File: src/rtl/avalon_master_arbiter.sv
// Round-robin arbiter sharing one Avalon-MM master port between two requesters.
// An owner FIFO routes each readdatavalid back to the requester that issued the read.
module avalon_master_arbiter #(
    parameter int MAX_PENDING = 4
) (
    input  logic        clk,
    input  logic        rst_n,
    output logic        r0_waitrequest,
    input  logic [31:0] r0_address,
    input  logic        r0_read,
    input  logic        r0_write,
    input  logic [31:0] r0_writedata,
    output logic [31:0] r0_readdata,
    output logic        r0_readdatavalid,
    output logic        r1_waitrequest,
    input  logic [31:0] r1_address,
    input  logic        r1_read,
    input  logic        r1_write,
    input  logic [31:0] r1_writedata,
    output logic [31:0] r1_readdata,
    output logic        r1_readdatavalid,
    input  logic        mem_waitrequest,
    output logic [31:0] mem_address,
    output logic        mem_read,
    output logic        mem_write,
    output logic [31:0] mem_writedata,
    input  logic [31:0] mem_readdata,
    input  logic        mem_readdatavalid,
    output logic        spurious_rdv
);

    localparam int PW = $clog2(MAX_PENDING);
    localparam logic [PW-1:0] PTR_ONE = {{(PW-1){1'b0}}, 1'b1};
    localparam logic [PW:0]   CNT_ONE = {{PW{1'b0}}, 1'b1};
    localparam logic [PW:0]   CNT_MAX = MAX_PENDING[PW:0];

    typedef enum logic [1:0] {
        ST_IDLE = 2'd0,
        ST_GNT0 = 2'd1,
        ST_GNT1 = 2'd2
    } state_e;

    state_e                 state_q, state_d;
    logic                   last_q, last_d;
    logic [MAX_PENDING-1:0] owner_q;
    logic [PW-1:0]          wr_ptr_q, rd_ptr_q;
    logic [PW:0]            count_q;
    logic                   spurious_q;

    logic        req0_s, req1_s, gid_s;
    logic        sel_read_s, sel_write_s, accept_s, push_s, pop_s;
    logic        fifo_full_s, fifo_empty_s, head_s;
    logic [31:0] sel_addr_s, sel_wdata_s;

    assign req0_s       = r0_read | r0_write;
    assign req1_s       = r1_read | r1_write;
    assign gid_s        = (state_q == ST_GNT1);
    assign sel_read_s   = gid_s ? r1_read      : r0_read;
    assign sel_write_s  = gid_s ? r1_write     : r0_write;
    assign sel_addr_s   = gid_s ? r1_address   : r0_address;
    assign sel_wdata_s  = gid_s ? r1_writedata : r0_writedata;
    // Full is judged on the registered count so a same-cycle pop cannot unblock a read.
    assign fifo_full_s  = (count_q == CNT_MAX);
    assign fifo_empty_s = (count_q == {(PW+1){1'b0}});
    assign head_s       = owner_q[rd_ptr_q];
    assign pop_s        = mem_readdatavalid & ~fifo_empty_s;

    assign r0_readdata      = mem_readdata;
    assign r1_readdata      = mem_readdata;
    assign r0_readdatavalid = pop_s & ~head_s;
    assign r1_readdatavalid = pop_s & head_s;
    assign spurious_rdv     = spurious_q;

    // Grant FSM next state and the muxed master-port drive.
    always_comb begin
        state_d        = state_q;
        last_d         = last_q;
        mem_address    = 32'h0000_0000;
        mem_writedata  = 32'h0000_0000;
        mem_read       = 1'b0;
        mem_write      = 1'b0;
        r0_waitrequest = 1'b1;
        r1_waitrequest = 1'b1;
        accept_s       = 1'b0;
        push_s         = 1'b0;
        case (state_q)
            ST_IDLE: begin
                if (req0_s && !req1_s) begin
                    state_d = ST_GNT0;
                end else if (req1_s && !req0_s) begin
                    state_d = ST_GNT1;
                end else if (req0_s && req1_s) begin
                    state_d = last_q ? ST_GNT0 : ST_GNT1;
                end else begin
                    state_d = ST_IDLE;
                end
            end
            ST_GNT0, ST_GNT1: begin
                mem_address   = sel_addr_s;
                mem_writedata = sel_wdata_s;
                mem_read      = sel_read_s & ~fifo_full_s;
                // A simultaneous read wins; the write is suppressed.
                mem_write     = sel_write_s & ~sel_read_s;
                if (gid_s) begin
                    r1_waitrequest = mem_waitrequest | (r1_read & fifo_full_s);
                end else begin
                    r0_waitrequest = mem_waitrequest | (r0_read & fifo_full_s);
                end
                accept_s = (mem_read | mem_write) & ~mem_waitrequest;
                if (accept_s) begin
                    last_d  = gid_s;
                    state_d = ST_IDLE;
                    push_s  = mem_read;
                end else if (!sel_read_s && !sel_write_s) begin
                    state_d = ST_IDLE;
                end else begin
                    state_d = state_q;
                end
            end
            default: begin
                state_d = ST_IDLE;
            end
        endcase
    end

    // FSM state and round-robin history.
    always_ff @(posedge clk or negedge rst_n) begin
        if (!rst_n) begin
            state_q <= ST_IDLE;
            last_q  <= 1'b1;
        end else begin
            state_q <= state_d;
            last_q  <= last_d;
        end
    end

    // Owner FIFO of outstanding reads plus the sticky spurious-return flag.
    always_ff @(posedge clk or negedge rst_n) begin
        if (!rst_n) begin
            owner_q    <= {MAX_PENDING{1'b0}};
            wr_ptr_q   <= {PW{1'b0}};
            rd_ptr_q   <= {PW{1'b0}};
            count_q    <= {(PW+1){1'b0}};
            spurious_q <= 1'b0;
        end else begin
            if (push_s) begin
                owner_q[wr_ptr_q] <= gid_s;
                wr_ptr_q          <= wr_ptr_q + PTR_ONE;
            end
            if (pop_s) begin
                rd_ptr_q <= rd_ptr_q + PTR_ONE;
            end
            case ({push_s, pop_s})
                2'b10:   count_q <= count_q + CNT_ONE;
                2'b01:   count_q <= count_q - CNT_ONE;
                default: count_q <= count_q;
            endcase
            if (mem_readdatavalid && fifo_empty_s) begin
                spurious_q <= 1'b1;
            end
        end
    end

endmodule

File: config.mk
export PLATFORM = sky130hd
export DESIGN_NAME = avalon_master_arbiter
export DESIGN_NICKNAME = d
export VERILOG_FILES = /design/src/rtl/avalon_master_arbiter.sv
export SDC_FILE = /design/constraint.sdc
export NUM_CORES = 1
export LEC_CHECK = 0
export ABC_AREA = 1
export CORE_AREA = 5 5 115 117
export CTS_CLUSTER_SIZE = 24
export DETAILED_ROUTE_END_ITERATION = 6
export DIE_AREA = 0 0 120 122
export SLEW_MARGIN = 40
export SYNTH_ARGS = -nofsm -noshare
export SYNTH_HDL_FRONTEND = slang
export SYNTH_SLANG_ARGS = --single-unit
File: constraint.sdc
create_clock -name clk -period 2.7 [get_ports clk]
set_input_delay 0.675 -clock clk [delete_from_list [all_inputs] [get_ports clk]]
set_output_delay 0.675 -clock clk [all_outputs]
set_load 0.02 [all_outputs]
# Word level (Yosys, flattened, before mapping)
# Index checks and enable logic that the tools add are counted.
[op_classes] bitwise=18 n_eq_ne=6 reduce_logical=15 n_mux=27 n_addsub=4 n_lt_le_gt_ge=3
[ops] cell="$mux 32" n=4
[ops] cell="$mux 1" n=12
[ops] cell="$mux 2" n=6
[ops] cell="$and 1x1->1" n=8
[ops] cell="$logic_and 1x1->1" n=6
[ops] cell="$lt 2x3->1 const B" n=2
[ops] cell="$pmux 3 s2" n=1
[ops] cell="$not 1->1" n=5
[ops] cell="$or 1x1->1" n=5
[ops] cell="$add 2x1->2 const B" n=2
[ops] cell="$bwmux 4" n=1
[ops] cell="$eq 2x1->1 const B" n=2
[ops] cell="$eq 2x2->1 const B" n=2
[ops] cell="$logic_not 1->1" n=4
[ops] cell="$pmux 2 s2" n=1
[ops] cell="$add 3x1->3 const B" n=1
[ops] cell="$eq 3x3->1 const B" n=1
[ops] cell="$logic_not 3->1" n=1
[ops] cell="$ne 3x3->1 const B" n=1
[ops] cell="$sub 3x1->3 const B" n=1
[ops] cell="$bmux 1 s2" n=1
[ops] cell="$demux 1 s2" n=1
[ops] cell="$ge 2x1->1 const B" n=1
[ops] cell="$logic_not 2->1" n=1
[ops] cell="other kinds (3)" n=3
[totals] output_inout_bits=135 ff_bits=15 inputBits=168 elab_cells=80

# Depth between registers and ports, before layout
# Gate-level depths: netlist of run 1.
[logic_depth] word_depth=10 mapped_depth=15 mapped_depth_nobuf=14

# Worst setup path before layout of run 1
# No wires, ideal clock.
[synth_timing] kind="reg-to-reg" from="register state_q[0]" to="register count_q[2]" period_less_slack_ns=2.111 setup_ns=0.131 required_ns=2.569 path_stages_with_launch=16 t_arrival_ns=1.980 slack_ns=0.589 n_path_buf=1 cell_sequence="dfrtp_1 inv_1 ha_1 buf_6 inv_4 nand2_2 nand2_4 nand2_8 nor2_8 nand2_2 ha_1 inv_1 fa_1 a21oi_1 o21ai_0 xor2_1"
[synth_between] elab_chain_cells=10 elab_cells_between_ends=16 cone_classes="eq/ne (4); mux (5); bitwise (5); reduce/logical (2)"
[synth_rtl] element="start: declaration" line="43" source="state_e state_q, state_d;"
[synth_rtl] element="start signal: assignment" line="132" source="state_q <= state_d;"
[synth_rtl] element="$eq 2x2->1 *" line="57" source="assign gid_s = (state_q == ST_GNT1);"
[synth_rtl] element="named net gid_s" line="50" source="logic req0_s, req1_s, gid_s;"
[synth_rtl] element="$mux 1" line="58" source="assign sel_read_s = gid_s ? r1_read : r0_read;"
[synth_rtl] element="$not 1->1" line="103" source="mem_write = sel_write_s & ~sel_read_s;"
[synth_rtl] element="$and 1x1->1" line="103"
[synth_rtl] element="$or 1x1->1" line="109" source="accept_s = (mem_read | mem_write) & ~mem_waitrequest;"
[synth_rtl] element="$and 1x1->1" line="109"
[synth_rtl] element="$mux 1" line="110" source="if (accept_s) begin"
[synth_rtl] element="$mux 1 *" line="86" source="case (state_q)"
[synth_rtl] element="$eq 2x1->1 or $eq 2x2->1 (tied branches)" line="153" source="case ({push_s, pop_s})"
[synth_rtl] element="$pmux 3 s2 or $reduce_bool 2->1 (tied branches)"
[synth_rtl] element="end signal: assignment" line="154" source="2'b10: count_q <= count_q + CNT_ONE;"
[synth_rtl] element="end signal: assignment" line="155" source="2'b01: count_q <= count_q - CNT_ONE;"
[synth_rtl] element="end signal: assignment" line="156" source="default: count_q <= count_q;"
[synth_rtl] element="end: declaration" line="47" source="logic [PW:0] count_q;"
# The timed path passes the listed nets; every way through them passes the cells marked *.
# A chain may end at the register's enable or synchronous reset.

# Worst setup path after layout of run 1
[layout_timing] from="register state_q[1]" to="output port mem_address[21]"
[layout_between] elab_chain_cells=3 elab_cells_between_ends=5 cone_classes="eq/ne (2); mux (2); reduce/logical (1)"
[layout_rtl] element="$eq 2x2->1 or $eq 2x1->1 (tied branches)" line="57, 86"
[layout_rtl] element="$mux 32 or $reduce_or 2->1 (tied branches)" line="60, 86"
[layout_rtl] element="$mux 32 *" line="86"
[layout_rtl] element="end: declaration" line="23" source="output logic [31:0] mem_address,"
# Mark *: on every way between the ends. The rest lies on a longest branch, timed or not.

==> results of run 1 <==
-- worst max-delay path by stage --
stage,start,to,slack [ps],cells after the start
final,state_q[1],mem_address[21],110,7
after global routing,state_q[1],mem_address[21],0.8,7
after CTS,state_q[1],mem_address[9],30,7
after global placement,r0_read,mem_write,-130,7
after detailed placement,r0_read,mem_read,-140,6
after floorplan,state_q[0],count_q[2],590,15
-- layout by cell type, fill, tap and decap left out --
| master | count |
|---|---|
| nor3_1 | 2 |
| nand4_1 | 4 |
| buf_4 | 13 |
| clkbuf_16 | 3 |
| diode_2 | 2 |
| nand2_1 | 35 |
| xor2_1 | 2 |
| fa_1 | 1 |
| xnor2_1 | 1 |
| dlymetal6s2s_1 | 1 |
| ha_1 | 7 |
| buf_12 | 4 |
| inv_4 | 1 |
| nand2_4 | 2 |
| clkbuf_1 | 1 |
| nand3_1 | 9 |
| dfrtp_1 | 14 |
| a31o_2 | 1 |
| nor2_1 | 12 |
| nand2_8 | 1 |
| a21oi_1 | 3 |
| clkbuf_2 | 17 |
| nand2_2 | 5 |
| a22o_1 | 64 |
| inv_1 | 15 |
| nor2_4 | 1 |
| clkdlybuf4s50_1 | 136 |
| clkdlybuf4s15_1 | 14 |
| nor2_2 | 1 |
| dlygate4sd2_1 | 37 |
| nor2_8 | 1 |
| nor3_4 | 1 |
| o21ai_1 | 1 |
| o211ai_1 | 2 |
| dfstp_2 | 1 |
| o21ai_0 | 2 |
| inv_2 | 2 |
-- metrics by stage --
step	hold slack (ps)	setup WS [ps]	util [%]	TNS, ps
6_report	472	111	32.2	0
5_1_grt	498	0.815	32.2	0
4_1_cts	474	30.3	32.5	0
3_5_place_dp	459	-141	32.6	-543
3_3_place_gp	459	-127	32.6	-432
2_1_floorplan	379	589	-	0
-- cells in the mapped netlist, types with 2 or more instances --
library cell	instances
inv_1	15
xor2_1	2
inv_2	2
nand2_1	35
buf_4	69
buf_2	4
nand4_1	4
dfrtp_1	14
o211ai_1	2
buf_6	7
nand2_4	2
ha_1	7
nor2_2	2
o21ai_0	2
a21oi_1	3
nand3_1	9
a22o_1	64
nor3_1	2
nand2_2	5
nor2_1	12
-- registers in the layout (all words and copies together) (netlist names) --
signal	flops
rd_ptr_q	2
owner_q	4
wr_ptr_q	2
last_q	1
spurious_rdv	1
state_q	2
count_q	3
-- area by class of cell --
cell class	count	area [um^2]
repair buffers	222	2100
fillers	1301	8310
flip-flops and latches	15	377
diodes	2	5.00
well taps	150	188
multi-input cells	158	1130
inverters	18	70.1
clock buffers	4	78.8
-- report_power, final --
group / internal [W] / switching, W / total [W]
registers: 0.000335 / 0.0000822 / 0.000417
clock network: 0.000200 / 0.0000843 / 0.000284
logic: 0.00172 / 0.00234 / 0.00407
-- kinds of logic after synthesis --
family / share of synthesized area (%)
xor+xnor: 1.20
compound gates: 28.0
fa+ha+maj: 4.91
flops: 17.2
buf+inv: 31.4
simple gates: 17.3
-- per-layer routing --
layer	GRT usage [%]	share of wire (%)
met2	21.5	48
met5	0	0.20
met1	15.3	39
met4	2.72	1.5
met3	4.74	12
-- worst max-delay path, delay by kind of cell (launching register included) --
kind / cells / cell delay (ps)
AO/OA/AOI/OAI: 1 / 140
adder cells (fa/ha/maj): 1 / 330
buffers and inverters: 4 / 650
AND/OR/NAND/NOR: 1 / 140
flip-flops: 1 / 370
-- repair_timing --
item                       CTS  global route
setup endpoints to repair   68            32
buffers inserted             0             0
gates resized for setup     68            49
==> impl_metrics.toml, run 1 <==
[placed_design]
portBuffers = 206
place_congestion = 0.888
dpl.cell_count = 563
dpl.hpwl_um = 8810
placed_cell_area_um2 = 4000

[synth]
ys_types = 29
syn_nets = 447
yosysTopAreaCellShare_pct = 25.6
synth_top_cell_by_area = "a22o_1"
yosysWarningCount = 0
syn_area_per_cell_um2 = 8.08
synth_area_um2 = 2190
synth_edf_count = 0
synth_cells = 271
async_flop_share_pct = 100
synth_top_cells_by_area = "a22o_1, buf_4, dfrtp_1"
synth-seq-cells = 15
ys.flop_type = "dfrtp_1"
synth_seq_area_share_pct = 17.2

[timing]
post-route-period-util_pct = 95.9
final_max_slew_viol_count = 0
max_freq_ghz = 0.386
rsz0062_at_grt = "no"
max-slew-margin-rel_pct = 54.8
finalHoldViolCount = 0
setup_viol = 0
finClkSkew_ps = 0.550
fin_crit_ps = 2590
worst_pin_slew_ps = 676

[setup_path]
cp_slowest_cell = "dfrtp_1"
max_stage_delay_ps = 370
worst-r2r-setup-slack_ps = 200
crit_chain = "inv_1 -> ha_1 -> inv_2 -> nor2_4 -> buf_12 -> a22o_1 -> dlygate4sd2_1"
path_class = "reg2out"
crit_arrival_ps = 1910
critPathMaxFanout = 37
reg2reg_to = "count_q[2]"
critPathCaptureType = "primary output"
worstPathRequired_ps = 2030
reg2reg_depth = 16
start_kind = "flip-flop"
timing.rr.start = "state_q[0]"

[detailed_routing]
postRouteAntennaNets = 0
vias = 2468
wl_per_cell_um = 17.8
drt_pass1_iterations = 4
routed_wl_um = 10100
vias_per_cell = 4.34
drc = 0
drt-initial-drc-count = 63

[global_routing]
grt_max_degree = 38
globalRouteTotalUtil_pct = 12.7
grt_pass1_wl_um = 14500
gr-total-overflow = 0
grt_pass1_vias = 2424
antenna_found_initial = 3

[job]
drv_cap = 0

[power]
power.leakage_nw = 1.86
totalPowerFinal_w = 0.00477
p_per_area_nw_per_um2 = 1210
ir_drop_mv = 0.545

[clock_network]
cts.clk_slew.worst_paths_ps = 50
cts.sinks = 15
clk_path_buf_depth = 2
cts_hold_buf = 0
h-tree-depth = 1
numCtsBuffers = 3
cts_tree = "built"
cts-root-buf = "clkbuf_16"
clk-insertion-delay-late_ps = 240

[floorplan]
die_x_um = 120
initial_core_util_pct = 17.9
core_area_um2 = 12300
die_area_um2 = 14600
pin_count = 303
num_rows = 41
die_y_um = 122

[finish]
finalInstanceArea_um2 = 3950
final_nets = 594
syn_to_final_growth_pct = 80.4
fin_cells = 569
drive_above_1_share_pct = 12.9

[hold_path]
min_path_type = "reg2reg"
min_path_cells = 1
hp-start = "spurious_rdv"
holdPathEnd = "spurious_rdv"

[run_status]
status = "finished, final reports clean"
No activity file was read; power rests on OpenSTA's default activity.
==> run 2, diff against run 1 <==
--- a/config.mk
+++ b/config.mk
@@ -6,8 +6,8 @@
 export NUM_CORES = 1
 export LEC_CHECK = 0
 export ABC_AREA = 1
+export CAP_MARGIN = 20
 export CORE_AREA = 5 5 115 117
-export CTS_CLUSTER_SIZE = 24
 export DETAILED_ROUTE_END_ITERATION = 6
 export DIE_AREA = 0 0 120 122
 export SLEW_MARGIN = 40
==> results of run 2 <==
The final DEF is identical to that of run 1; final timing and power are the same.
==> run 3, diff against run 2 <==
--- a/config.mk
+++ b/config.mk
@@ -7,10 +7,12 @@
 export LEC_CHECK = 0
 export ABC_AREA = 1
 export CAP_MARGIN = 20
-export CORE_AREA = 5 5 115 117
+export CORE_AREA = 5 5 113 115
 export DETAILED_ROUTE_END_ITERATION = 6
-export DIE_AREA = 0 0 120 122
+export DIE_AREA = 0 0 118 120
+export PLACE_DENSITY = 0.68
 export SLEW_MARGIN = 40
 export SYNTH_ARGS = -nofsm -noshare
 export SYNTH_HDL_FRONTEND = slang
 export SYNTH_SLANG_ARGS = --single-unit
+export TNS_END_PERCENT = 30
==> constraint.sdc (replaced) <==
create_clock -name clk -period 2.1 [get_ports clk]
set_input_delay 0.42 -clock clk [delete_from_list [all_inputs] [get_ports clk]]
set_output_delay 0.42 -clock clk [all_outputs]
set_load 0.02 [all_outputs]
==> run 3 against run 2 <==
- the run now ends with setup timing left
- cell area is 4.7% higher
- total power is 47% higher
- global-route usage is 1.7 points higher
- critical path type is now reg2reg
- largest cell class unchanged
==> impl_metrics.toml, run 3 (same netlist as run 1, synthesis figures left out) <==
[finish]
drive_above_1_share_pct = 28.8
final_cell_mix = "clkdlybuf4s50_1, a22o_1, buf_4"
syn_to_final_growth_pct = 88.7
finalInstanceArea_um2 = 4140
final_common_cell = "clkdlybuf4s50_1"
largest_reg_flops = 4
largest_register = "owner_q"
reg_top3 = "owner_q: 4 flops, count_q: 3 flops"
fin_util_pct = 35.3
antennaDiodeCount = 0
final_nets = 600

[setup_path]
reg2reg_to = "count_q[2]"
worstPathRequired_ps = 2220
crit_arrival_ps = 2270
worst-r2r-setup-slack_ps = -50
start_kind = "flip-flop"
timing.rr.start = "state_q[1]"
critPathCaptureType = "flip-flop"
path_class = "reg2reg"
worstSetupStartpoint = "state_q[1]"
critPathMaxFanout = 4
reg2reg_depth = 14
endpoint = "count_q[2]"

[power]
sw_frac_of_total_pct = 48.8
ir_drop_mv = 0.806
p_per_area_nw_per_um2 = 1690
totalPowerFinal_w = 0.00699
power_frac_clock_pct = 5.3
p_seq_share_pct = 7.6
p_comb_share_pct = 87.1
power.switching_w = 0.00341
intPower_w = 0.00358
power.leakage_nw = 1.88

[floorplan]
die_y_um = 120
pin_count = 303
die_area_um2 = 14200
die_x_um = 118
num_rows = 40
core_area_um2 = 11700
initial_core_util_pct = 18.7

[placed_design]
dpl.hpwl_um = 9440
dp_slack_ps = -335
placed_cell_area_um2 = 4010
portBuffers = 206
place_congestion = 0.819

[clock_network]
clk-insertion-delay-late_ps = 240
cts_tree = "built"
h-tree-depth = 1
cts-root-buf = "clkbuf_16"
clk_path_buf_depth = 2
numCtsBuffers = 3
cts_hold_buf = 0
cts.sinks = 15
cts.clk_slew.worst_paths_ps = 50

[detailed_routing]
drt_pass1_iterations = 4
routed_wl_um = 10900
wl_per_cell_um = 19.2
drt-initial-drc-count = 78
drc = 0
vias_per_cell = 4.38
vias = 2499
postRouteAntennaNets = 0

[timing]
setup_viol = 8
max_freq_ghz = 0.466
finalHoldViolCount = 0
final_max_slew_viol_count = 0
finClkSkew_ps = 1.04
setup_slack_ps = -45.7
post-route-period-util_pct = 102
worst_pin_slew_ps = 676
rsz0062_at_grt = "yes"
max-slew-margin-rel_pct = 54.8
fin_crit_ps = 2150

[global_routing]
grt_pass1_wl_um = 16200
grt_pass1_vias = 2665
globalRouteTotalUtil_pct = 14.3
grt_max_degree = 35
gr-total-overflow = 0
antenna_found_initial = 2

[run_status]
status = "finished with violations"
violations = "setup timing"

[job]
drv_cap = 0

[hold_path]
min_path_type = "reg2reg"
## run 3: cell types whose count changed in the layout (fill, tap and decap cells not counted), moves of 14 or more
cell             delta
buf_4              +39
clkdlybuf4s15_1    -14
buf_6              +32
clkbuf_2           -17
dlygate4sd2_1      -37
## run 3: timing repair
action | 4_1_cts | 5_1_grt
setup endpoints to repair | 70 | 69
pin swaps | 4 | 19
resized for setup | 296 | 75
setup buffers | 1 | 1
cloned | 1 | 0
## run 3: layer usage
metal  GRT usage (%)  up-vias  share of wire, %
met2            25.8      170                52
li1                -     1188                 -
met1            15.3     1125                36
met4            1.72        4              0.71
met3            7.59       12                11
met5               0        -              0.25
## run 3: critical path: stages, from the launching register on
cell     delay (ps)
dfrtp_1         380
buf_4           150
ha_4            180
buf_6           130
nand2_2          70
nand2_4          70
nand2_8          70
nor2_8           40
nand2_4          60
ha_4            120
inv_2            40
fa_2            350
a21oi_2         130
o21ai_1          90
xor2_1          140
## run 3: stage by stage
step | cells | hold slack (ps) | setup TNS, ps
after floorplan | 271 | 124 | 0
after global placement | 563 | 460 | -14430
after detailed placement | 563 | 464 | -17310
after CTS | 569 | 476 | -368
after global routing | 570 | 489 | -3030
final | 570 | 471 | -167
## run 3: worst min path at each step
stage	from	end	cells after the start
2_1_floorplan	rst_n	count_q[0]	0
3_3_place_gp	spurious_rdv	spurious_rdv	1
3_5_place_dp	owner_q[0]	owner_q[0]	2
4_1_cts	owner_q[0]	owner_q[0]	2
5_1_grt	owner_q[0]	owner_q[0]	2
6_report	owner_q[0]	owner_q[0]	2
## run 3: power by group through the flow
stage / clock (W) / combinational, W / sequential, W
detailed placement: 0 / 0.00594 / 0.000534
global route: 0.000394 / 0.00653 / 0.000551
global placement: 0 / 0.00585 / 0.000526
CTS: 0.000380 / 0.00554 / 0.000530
finish: 0.000371 / 0.00609 / 0.000532
floorplan: 0 / 0.00355 / 0.000516
## run 3: area by class of cell
cell class                 instances  area [um^2]
clock buffer                       3         75.1
clock inverter                     1         5.00
fill                            1241         7580
inverter                          18         72.6
multi-input combinational        158         1190
sequential                        15          377
tap                              147          184
timing repair buffer             228         2230
